==> src/rtl/audio_recorder.sv <==
// audio_recorder: captures left-channel I2S samples from a codec and emits
// one SRAM write strobe per sample at an auto-incrementing word address.
// Optional feature macro REC_WRAP_EN: when defined, the address wraps from
// ADDR_MAX to 0 and recording continues; when undefined, recording stops
// after the write at ADDR_MAX.
module audio_recorder #(
  parameter logic [19:0] ADDR_MAX = 20'hFFFFF
) (
  input  logic        i_clk,
  input  logic        i_rst_n,
  input  logic        i_lrc,
  input  logic        i_data,
  input  logic        i_start,
  input  logic        i_pause,
  input  logic        i_stop,
  output logic [19:0] o_address,
  output logic [15:0] o_data,
  output logic        o_valid,
  output logic        o_full
);

  localparam int unsigned AW = 20;
  localparam int unsigned DW = 16;
  localparam int unsigned CW = 4;

`ifdef REC_WRAP_EN
  localparam bit WRAP = 1'b1;
`else
  localparam bit WRAP = 1'b0;
`endif

  typedef enum logic [2:0] {
    S_IDLE, S_WAIT, S_DELAY, S_SHIFT, S_SAVE, S_PAUSE
  } state_t;

  state_t          state, state_next;
  logic            lrc_prev;
  logic [DW-1:0]   shift_q;
  logic [CW-1:0]   bit_cnt;
  logic            lrc_fall;
  logic            at_max;
  logic            addr_clr, cnt_clr, shift_en, capture, advance;

  assign lrc_fall = lrc_prev & ~i_lrc;
  assign at_max   = (o_address == AW'(ADDR_MAX));

  // State register
  always_ff @(posedge i_clk or negedge i_rst_n) begin
    if (!i_rst_n) state <= S_IDLE;
    else          state <= state_next;
  end

  // Next-state and datapath control; stop beats pause beats start
  always_comb begin
    state_next = state;
    addr_clr   = 1'b0;
    cnt_clr    = 1'b0;
    shift_en   = 1'b0;
    capture    = 1'b0;
    advance    = 1'b0;
    case (state)
      S_IDLE: begin
        if (i_start && !i_stop && !i_pause) begin
          state_next = S_WAIT;
          addr_clr   = 1'b1;
        end
      end
      S_WAIT: begin
        if (i_stop)        state_next = S_IDLE;
        else if (i_pause)  state_next = S_PAUSE;
        else if (lrc_fall) begin
          state_next = S_DELAY;
          cnt_clr    = 1'b1;
        end
      end
      S_DELAY: begin
        if (i_stop)       state_next = S_IDLE;
        else if (i_pause) state_next = S_PAUSE;
        else begin
          shift_en   = 1'b1;
          state_next = S_SHIFT;
        end
      end
      S_SHIFT: begin
        if (i_stop)       state_next = S_IDLE;
        else if (i_pause) state_next = S_PAUSE;
        else begin
          shift_en = 1'b1;
          if (bit_cnt == CW'(DW - 1)) begin
            capture    = 1'b1;
            state_next = S_SAVE;
          end
        end
      end
      S_SAVE: begin
        // The strobe is already out; the write completes even on stop/pause
        advance = 1'b1;
        if (i_stop)                 state_next = S_IDLE;
        else if (i_pause)           state_next = S_PAUSE;
        else if (at_max && !WRAP)   state_next = S_IDLE;
        else                        state_next = S_WAIT;
      end
      S_PAUSE: begin
        if (i_stop)       state_next = S_IDLE;
        else if (i_start) state_next = S_WAIT;
      end
      default: state_next = S_IDLE;
    endcase
  end

  // LRC edge tracking, sample shifter and bit counter
  always_ff @(posedge i_clk or negedge i_rst_n) begin
    if (!i_rst_n) begin
      lrc_prev <= 1'b1;
      shift_q  <= '0;
      bit_cnt  <= '0;
    end else begin
      lrc_prev <= i_lrc;
      if (shift_en) shift_q <= {shift_q[DW-2:0], i_data};
      if (cnt_clr)       bit_cnt <= '0;
      else if (shift_en) bit_cnt <= bit_cnt + CW'(1);
    end
  end

  // Registered SRAM write interface and full indication
  always_ff @(posedge i_clk or negedge i_rst_n) begin
    if (!i_rst_n) begin
      o_address <= '0;
      o_data    <= '0;
      o_valid   <= 1'b0;
      o_full    <= 1'b0;
    end else begin
      o_valid <= capture;
      o_full  <= advance & at_max;
      if (capture) o_data <= {shift_q[DW-2:0], i_data};
      if (addr_clr) begin
        o_address <= '0;
      end else if (advance) begin
        if (!at_max)   o_address <= o_address + AW'(1);
        else if (WRAP) o_address <= '0;
      end
    end
  end

endmodule

==> config.mk <==
export PLATFORM = sky130hd
export DESIGN_NAME = audio_recorder
export DESIGN_NICKNAME = d
export VERILOG_FILES = /design/src/rtl/audio_recorder.sv
export SDC_FILE = /design/constraint.sdc
export NUM_CORES = 1
export LEC_CHECK = 0
export CORE_ASPECT_RATIO = 0.75
export CORE_MARGIN = 2
export CORE_UTILIZATION = 30
export DETAILED_ROUTE_END_ITERATION = 12
export PLACE_DENSITY = 0.59
export SLEW_MARGIN = 10
export SYNTH_ARGS = -nofsm -noshare
export SYNTH_HDL_FRONTEND = slang
export SYNTH_SLANG_ARGS = --single-unit
==> constraint.sdc <==
create_clock -name i_clk -period 2.87 [get_ports i_clk]
set_clock_uncertainty 0.15 [all_clocks]
set_input_delay 0.4305 -clock i_clk [delete_from_list [all_inputs] [get_ports i_clk]]
set_output_delay 0.4305 -clock i_clk [all_outputs]
set_load 0.01 [all_outputs]
* Word level (Yosys, flattened, before mapping)
Cells that the tools add are included.
W data, S select, Z words.
** Word-level totals
- Logic and storage cells :: 69
- Output and inout port bits :: 38
- Register bits after elaboration :: 61
** Operators by class
- Reduce and logical (&&, ||, !) cells :: 10
- Equal/unequal tests :: 12
- Mux-type cells :: 34
- Bitwise gates (word level) :: 3
- Add/sub/neg operators :: 2
** Operators with widths (count)
- $mux W20 :: 3
- $mux W3 :: 13
- $add A20 B1 Y20 const B :: 1
- $eq A20 B20 Y1 const B :: 1
- $pmux W3 S6 :: 1
- $mux W1 :: 15
- $mux W4 :: 2
- $ne A4 B4 Y1 const B :: 2
- $eq A3 B2 Y1 const B :: 2
- $eq A3 B3 Y1 const B :: 2
- $add A4 B1 Y4 const B :: 1
- $eq A4 B4 Y1 const B :: 1
- $reduce_and A4 Y1 :: 1
- $reduce_bool A2 Y1 :: 2
- $eq A3 B1 Y1 const B :: 1
- $logic_not A3 Y1 :: 1
- $ne A3 B3 Y1 const B :: 1
- $and A1 B1 Y1 :: 2
- $logic_and A1 B1 Y1 :: 2
- $logic_not A1 Y1 :: 2
- $ne A2 B1 Y1 const B :: 1
- $ne A2 B2 Y1 const B :: 1
- $reduce_and A2 Y1 :: 1
- $reduce_or A2 Y1 :: 1
- $not A1 Y1 :: 1

* Depth between registers and ports, before layout
Gate-level depths: netlist (run 1).
- Depth after elaboration :: 7
- Mapped depth :: 7
- Depth with buffers taken out :: 6

* Worst setup path after synthesis (run 1)
No wires, ideal clock.
- Path type :: register to register
- From :: register o_address[0]
- To :: register o_address[7]
- Library setup time :: 128 ps
- Period minus slack after synthesis :: 1993 ps
- Path slack :: 877 ps
- Data required time :: 2592 ps
- Cell stages (with the launch flop) :: 8
- Data arrival time :: 1715 ps
- Cells stage by stage :: dfrtp_1 ha_1 and4_1 buf_6 nand2_2 o41ai_4 or3_1 a21oi_1
** Between the ends
- Longest elaborated chain between the ends :: 4
** RTL lines
- start, declared :: line 16 : output logic [19:0] o_address,
- start signal, assigned :: line 139 : if (!at_max) o_address <= o_address + AW'(1);
- $add A20 B1 Y20 :: line 139
- $mux W20 :: line 139
- $mux W20 :: line 138 : end else if (advance) begin
- $mux W20 :: line 136 : if (addr_clr) begin
Several ways; a longest one is shown, not always the timed one. The select of a mux whose other input is x is not followed.
A chain may end at the register's enable or synchronous reset.

* Final worst setup path (run 1)
- From :: input i_pause
- To :: register o_data[14]
** Between the ends
- Longest elaborated chain between the ends :: 3
** RTL lines
- start, declared :: line 14 : input logic i_pause,
- $mux W1 :: line 86 : else if (i_pause) state_next = S_PAUSE;
- $mux W1 :: line 85 : if (i_stop) state_next = S_IDLE;
- $mux W1 :: line 61 : case (state)
- end signal, assigned :: line 135 : if (capture) o_data <= {shift_q[DW-2:0], i_data};
- end, declared :: line 17 : output logic [15:0] o_data,
Every way passes these cells.

==> summary.txt, run 1 <==
GRT
  • Global-route wire length before repair: between 10 and 15 mm
  • Vias in the first global route: 2034
  • Tot GR Track Use: 13.2%
  • Gr ovfl total: 0
  • Largest net degree at the start of global routing: 27
  • Initial antenna violation count: 0

Drt
  • Vias per cell: ~4.7
  • Routed vias: 1999
  • Drt drc: 0
  • Drt wl/cell: between 10 and 15 um
  • Total Routed Length: 5.99 mm
  • Wl on met1: approximately 3.1 mm
  • Metal3 WL: 337 um
  • Antenna Nets Post-Route: 0
  • Router iterations before antenna repair: 4
  • DR top layer: met4
  • DR iter-0 viols: 117
  • Met2 WL: around 2.5 mm

STA
  • Final slew viol count: 0
  • Hold violation count in the final report: 24
  • # setup viols final: 0
  • RSZ-0062 raised after global routing: no
  • F_max: approximately 440 MHz
  • Period utilization: roughly four fifths
  • Total negative setup slack: 0 ns
  • Fin Hold WS: -0.0212 ns
  • Post-layout min period: 2.28 ns
  • Relative slew slack: 58.4%
  • Slew @ Worst Pin: between 0.6 and 0.7 ns
  • Fin worst setup slack: about 0.59 ns

Cells and area
  • Area Overhead vs Synth: 33.3%
  • Layout fillers: ~860
  • Nets: ~300
  • Layout cells sized above 1: 22.4%
  • Antenna diodes: 0

Placed design
  • Pre-CTS WS: approximately 0.27 ns
  • DPL Wire Length: 4.15 mm
  • Gpl congestion: 0.812
  • Port bufs: 44

CTS
  • Root Buffer: clkbuf_16
  • Clk sink count: just over 60
  • Num CTS Buffers: 9
  • CTS max path bufs: 2
  • CTS tree: yes
  • CTS clock-pin slew for the worst setup and hold paths: 0.05 ns
  • CTS H-tree lvls: 3
  • Hold-fix buffers at CTS: 0
  • Clk Latency, worst-skew pair: between 0.3 and 0.4 ns
  • Post-CTS Setup Bufs: 0
  • Post-cts gate resize count: 0

Synthesis
  • Post-synthesis async set-or-reset flop share: 100%
  • Top FF cell, synth: dfrtp_1
  • Sequential area share after synthesis: 54.7%
  • Ys Warns: 0
  • Synth cell types: 46
  • Mapped Avg Cell Area: between 10 and 15 um2
  • Post-synthesis cell count: approximately 230
  • Syn nets: 243
  • Mapped cell area: 2790 um2
  • Flops & latches, synth: about 60
  • EDFF count, synth: 0

Power
  • Peak VDD IR: 0.000251 V
  • Leakage power: between 0.0015 and 0.002 uW
  • P per Cell Area: 618 nW/um2
  • Total Power: about 2300 uW

Worst setup path
  • Startpoint types: input port
  • Critical path class: input port to register
  • Crit path DAT: roughly 2.3 ns
  • CP max FO: 17
  • Kind of end point of the critical path: register
  • Crit path required time: 2.92 ns

Min path
  • Min-Delay Path Class: input port to asynchronous set/reset pin

Outcome
  • Violated checks: negative hold slack
  • Status: finished with violations

Die
  • Die X: approximately 120 um
  • Core Box Area: about 9000 um2
  • Initial Utilization: 30.9%
  • DIE HEIGHT: between 80 and 90 um
  • Full die area: around 10000 um2
  • Row count: 30
  • # IOs: 45

Flow run
  • MaxCap Viol Count: 0
[placed cells by master, fill, tap and decap left out, types with 2 or more instances in the layout]
cell type / instances
a211oi_1: 2
a21o_1: 4
a21oi_1: 9
and2_1: 2
and3_1: 4
and4_1: 3
buf_4: 8
bufinv_16: 2
clkbuf_16: 9
clkbuf_8: 2
clkdlybuf4s50_1: 43
clkinv_2: 2
dfrtp_1: 60
ha_1: 2
inv_1: 5
mux2_2: 31
mux2i_1: 4
nand2_1: 15
nand3_1: 11
nand4_1: 9
nor2_1: 18
nor3_1: 4
o211ai_1: 3
o21ai_0: 4
o31ai_1: 3
or3_1: 2
xnor2_1: 9
xor2_1: 2
[worst max-delay path: stages]
cell and delay (ns):
clkdlybuf4s50_1 0.49, nor3_1 0.51, nand2_1 0.16, nor2_2 0.12, buf_4 0.25, mux2_2 0.36
[where the power goes]
group / total (uW) / switching [uW] / internal [uW]
sequential: 952 / 54.6 / 898
combinational: 183 / 91.7 / 91.2
clock: 1160 / 360 / 804
[synthesized netlist by cell type (2+ instances only)]
master,count,area share (%)
buf_2,3,0.54
nand4_1,9,2.0
a21o_1,4,1.1
o211ai_1,3,0.81
xor2_1,2,0.63
o31ai_1,3,0.81
inv_1,5,0.67
a211oi_1,2,0.54
nand2_1,15,2.0
or3_1,2,0.45
a21oi_1,9,1.6
mux2_2,31,12
dfrtp_1,60,54
and4_1,3,0.94
xnor2_1,9,2.8
nor2_1,18,2.4
nor3_1,4,0.72
o21ai_0,4,0.72
clkbuf_1,2,0.27
and3_1,4,0.90
ha_1,2,0.90
and2_1,2,0.45
buf_6,2,0.81
mux2i_1,4,1.4
nand3_1,11,2.0
[sequential cells by signal (all words and copies together), names as in the netlist]
signal	count
o_full	1
shift_q	15
o_address	20
state	3
o_valid	1
lrc_prev	1
bit_cnt	4
o_data	16
[logic make-up (layout without fill, tap and decap cells)]
family | after synthesis | count (layout) | synth area share [%]
AOI/OAI and AO/OA | 31 | 31 | 8.06
xor gates and xnor gates | 11 | 11 | 3.45
adders and majority gates | 2 | 2 | 0.896
buffers and inverters | 13 | 73 | 2.55
DFF | 61 | 61 | 54.7
muxes | 35 | 35 | 13.9
and+or+nand+nor | 81 | 81 | 16.4
[final timing paths]
path / startpoint / to / slack, ns / cells after the start
worst max-delay path: i_pause / o_data[14] / 0.59 / 6
worst min-delay path: i_rst_n / o_address[18] / -0.02 / 1
worst max register to register: o_address[0] / o_address[7] / 0.70 / 6
worst min register to register: shift_q[14] / o_data[15] / 0.36 / 1
max in group asynchronous: i_rst_n / lrc_prev / 1.81 / 2
min in group i_clk: shift_q[14] / o_data[15] / 0.36 / 1
[routing by layer]
layer | vias to the layer above | track usage [%]
li1 | 963 | -
met1 | 987 | 19.5
met2 | 42 | 17.4
met3 | 7 | 5.19
met4 | 0 | 4.60
met5 | - | 0
[area by class of cell]
cell class / count / area (um2) / share of cell area (%)
Inverter: 5 / 18.8 / 0.504
Clock inverter: 4 / 70.1 / 1.88
Timing Repair Buffer: 52 / 495 / 13.3
Sequential cell: 61 / 1530 / 41.0
Tap cell: 128 / 160 / 4.30
Multi-Input combinational cell: 160 / 1190 / 32.1
Clock buffer: 12 / 256 / 6.89
[per-stage QoR]
stage | util, % | instance area, um2 | instances | hold WS (ns)
after floorplan | - | 2790 | 234 | -0.0151
after global placement | 37.5 | 3400 | 406 | 0.331
after detailed placement | 37.5 | 3400 | 406 | 0.342
after CTS | 41.1 | 3720 | 422 | 0.000665
after global routing | 41.1 | 3720 | 422 | 0.0233
final | 41.1 | 3720 | 422 | -0.0212
(Power assumes the default switching activity.)
==> run 2: changes to the inputs <==
Clock period 2.87 ns to 2.3 ns, I/O delays scaled along.
==> run 2 against run 1 <==
  * Hold slack better by 0.34 ns
  * Total power up 30%
  * The run now ends clean
  * First-iteration DRC count decreased by 17%
  * Register-to-register slack lost 0.52 ns
  * Non-clock buffer count is 13 higher
  * Clock power is 33% higher
  * Wire length is 1.5% higher
  * Flip-flop and latch count stayed put
  * Sequential power increased by 24%
  * Critical path depth rose by 1
==> summary.txt, run 2 (same netlist as run 1, synthesis figures left out) <==
Worst setup path
  • Startpoint types: register (was input port)
  • Worst stage delay on the critical path: 0.43 ns (was 0.51 ns)
  • Critical-path top delay cell: dfrtp_1 (was nor3_1)
  • CP max FO: 6 (was 17)
  • Crit path DAT: 2.15 ns (was 2.33 ns)
  • Crit-path cells: ha_1 > and4_1 > buf_4 > and2_1 > nand2_1 > nor4b_1 > o31ai_1 (was clkdlybuf4s50_1 > nor3_1 > nand2_1 > nor2_2 > buf_4 > mux2_2)
  • Kind of end point of the critical path: register (unchanged)
  • Crit path required time: 2.34 ns (was 2.92 ns)
  • Critical path class: register to register (was input port to register)

STA
  • Hold violation count in the final report: 0 (was 24)
  • Post-layout min period: 2.12 ns
  • # setup viols final: 0 (unchanged)
  • Fin Hold WS: 0.319 ns (was -0.0212 ns)
  • Total negative setup slack: 0 ns (unchanged)
  • RSZ-0062 raised after global routing: no (unchanged)
  • Period utilization: approximately 90%
  • Relative slew slack: 64.5% (was 58.4%)
  • Final slew viol count: 0 (unchanged)
  • Slew @ Worst Pin: 0.529 ns (was 0.623 ns)
  • F_max: approximately 470 MHz

Cells and area
  • Commonest non-fill, non-tap cell in the layout: dfrtp_1 (unchanged)
  • Cell Count, Final, Fillers Out: 435 (was 422)
  • Layout cells sized above 1: 25.1% (was 22.4%)
  • Fin util: 42.8% (was 41.1%)
  • Reg with most FFs: o_address (unchanged)
  • Multi-input gate area: 1190 um2 (unchanged)
  • Nets: 311 (was 298)
  • Layout fillers: 824 (was 857)
  • Antenna diodes: 0 (unchanged)
  • Commonest non-fill, non-tap cells in the layout: dfrtp_1, clkdlybuf4s50_1, mux2_2, nor2_1, buf_4 (was dfrtp_1, clkdlybuf4s50_1, mux2_2, nor2_1, nand2_1)
  • Area Overhead vs Synth: 38.8% (was 33.3%)
  • Biggest registers after layout: o_address: 20 flops, o_data: 16 flops, shift_q: 15 flops (unchanged)
  • FF+latch area: 1530 um2 (unchanged)
  • Number of flip-flops in the largest register: 20 (unchanged)
  • Design Area, Final: 3870 um2 (was 3720 um2)

Power
  • Leakage power: 0.00176 uW (was 0.00168 uW)
  • Sw Ratio: 21.6% (was 22.0%)
  • Peak VDD IR: 0.000318 V (was 0.000251 V)
  • Pint: 2340 uW (was 1790 uW)
  • Seq pwr share: 39.5% (was 41.4%)
  • P per Cell Area: 770 nW/um2 (was 618 nW/um2)
  • Combinational power share: 8.8% (was 8.0%)
  • Clock power share: 51.7% (was 50.6%)
  • Sw power: 645 uW (was 506 uW)

Placed design
  • Post-DP Area: 3520 um2 (was 3400 um2)
  • DPL Wire Length: 4.29 mm (was 4.15 mm)
  • Gpl congestion: 0.864 (was 0.812)
  • Port bufs: 44 (unchanged)
  • Placed cell count: 418 (was 406)

CTS
  • Clk sink count: 61 (unchanged)
  • CTS H-tree lvls: 3 (unchanged)
  • Root Buffer: clkbuf_16 (unchanged)
  • Clk Latency, worst-skew pair: 0.32 ns (about the same)
  • Num CTS Buffers: 9 (unchanged)
  • CTS max path bufs: 2 (unchanged)
  • CTS clock-pin slew for the worst setup and hold paths: 0.05 ns (about the same)
  • CTS tree: yes (unchanged)
  • Post-CTS Setup Bufs: 0 (unchanged)

Die
  • DIE HEIGHT: 87.6 um (unchanged)
  • # IOs: 45 (unchanged)
  • Initial Utilization: 30.9% (unchanged)
  • Row count: 30 (unchanged)
  • Full die area: 10100 um2 (unchanged)
  • Die X: 115 um (unchanged)
  • Core Box Area: 9050 um2 (unchanged)

Drt
  • Total Routed Length: 6.08 mm (was 5.99 mm)
  • Drt wl/cell: 14.0 um (was 14.2 um)
  • Router iterations before antenna repair: 4 (unchanged)
  • Antenna Nets Post-Route: 0 (unchanged)
  • DR iter-0 viols: 97 (was 117)
  • Drt drc: 0 (unchanged)
  • Routed vias: 2074 (was 1999)
  • Vias per cell: 4.77 (was 4.74)

GRT
  • Initial antenna violation count: 0 (unchanged)
  • Tot GR Track Use: 13.0% (was 13.2%)
  • Largest net degree at the start of global routing: 31 (was 27)
  • Vias in the first global route: 2018 (was 2034)
  • Gr ovfl total: 0 (unchanged)
  • Global-route wire length before repair: 10.1 mm (was 10.2 mm)

Outcome
  • Status: finished, final reports clean (was finished with violations)

Flow run
  • MaxCap Viol Count: 0 (unchanged)

Min path
  • Min-Delay Path Class: input port to register (was input port to asynchronous set/reset pin)
-- run 2: cell types whose count changed in the layout (fill, tap and decap cells not counted), sizes merged --
cell | previous run | this run
buf | 9 | 21
bufinv | 2 | 3
clkinv | 2 | 1
dlygate4sd3 | 0 | 1
-- run 2: metal layers --
layer  routed length, um  GRT usage, %  part of all wire (%)  vias up
met5                   0             0                     0        -
met4                  33          3.40                  0.54        0
met3                 285          4.84                   4.7        2
met2                2540          17.2                    42       57
met1                3230          19.7                    53     1028
li1                    -             -                     -      987
-- run 2: metrics by stage --
stage               worst slack (ns)  power [uW]
detailed placement             0.110        1460
CTS                            0.231        3020
global route                  0.0261        3100
global placement               0.167        1450
floorplan                      0.307        1310
finish                         0.183        2980
-- run 2: worst max-delay path, delay by kind of cell (launching register included) --
kind	cells	cell delay (ns)
compound gates	1	0.10
fa+ha+maj	1	0.24
buf+inv	1	0.15
flops	1	0.43
simple gates	4	0.91
-- run 2: power by group through the flow --
stage / clock, uW / combinational, uW / sequential (uW)
4_1_cts: 1580 / 265 / 1180
6_report: 1540 / 263 / 1180
3_5_place_dp: 0 / 260 / 1200
5_1_grt: 1620 / 290 / 1190
3_3_place_gp: 0 / 255 / 1200
2_1_floorplan: 0 / 113 / 1190
-- run 2: final cells by class --
class | count | area share (%)
sequential | 61 | 39.4
multi-input combinational | 160 | 30.8
timing repair buffer | 65 | 16.3
clock buffer | 12 | 6.36
tap | 128 | 4.13
clock inverter | 4 | 2.45
inverter | 5 | 0.484
-- run 2: what timing repair did --
action                     4_1_cts  5_1_grt
setup endpoints to repair        0        0
gates resized for setup          0        0
hold buffers                     1        0
hold endpoints to repair        19        0
-- run 2: final timing paths --
check,start,endpoint,slack (ns),depth (start not counted)
worst min-delay path,i_lrc,lrc_prev,0.32,1
min in group asynchronous,i_rst_n,o_address[18],0.38,2
worst min register to register,o_data[7],o_data[7],0.35,1
worst max-delay path,o_address[0],state[0],0.18,7
max in group asynchronous,i_rst_n,o_data[13],0.92,4
worst max register to register,o_address[0],state[0],0.18,7
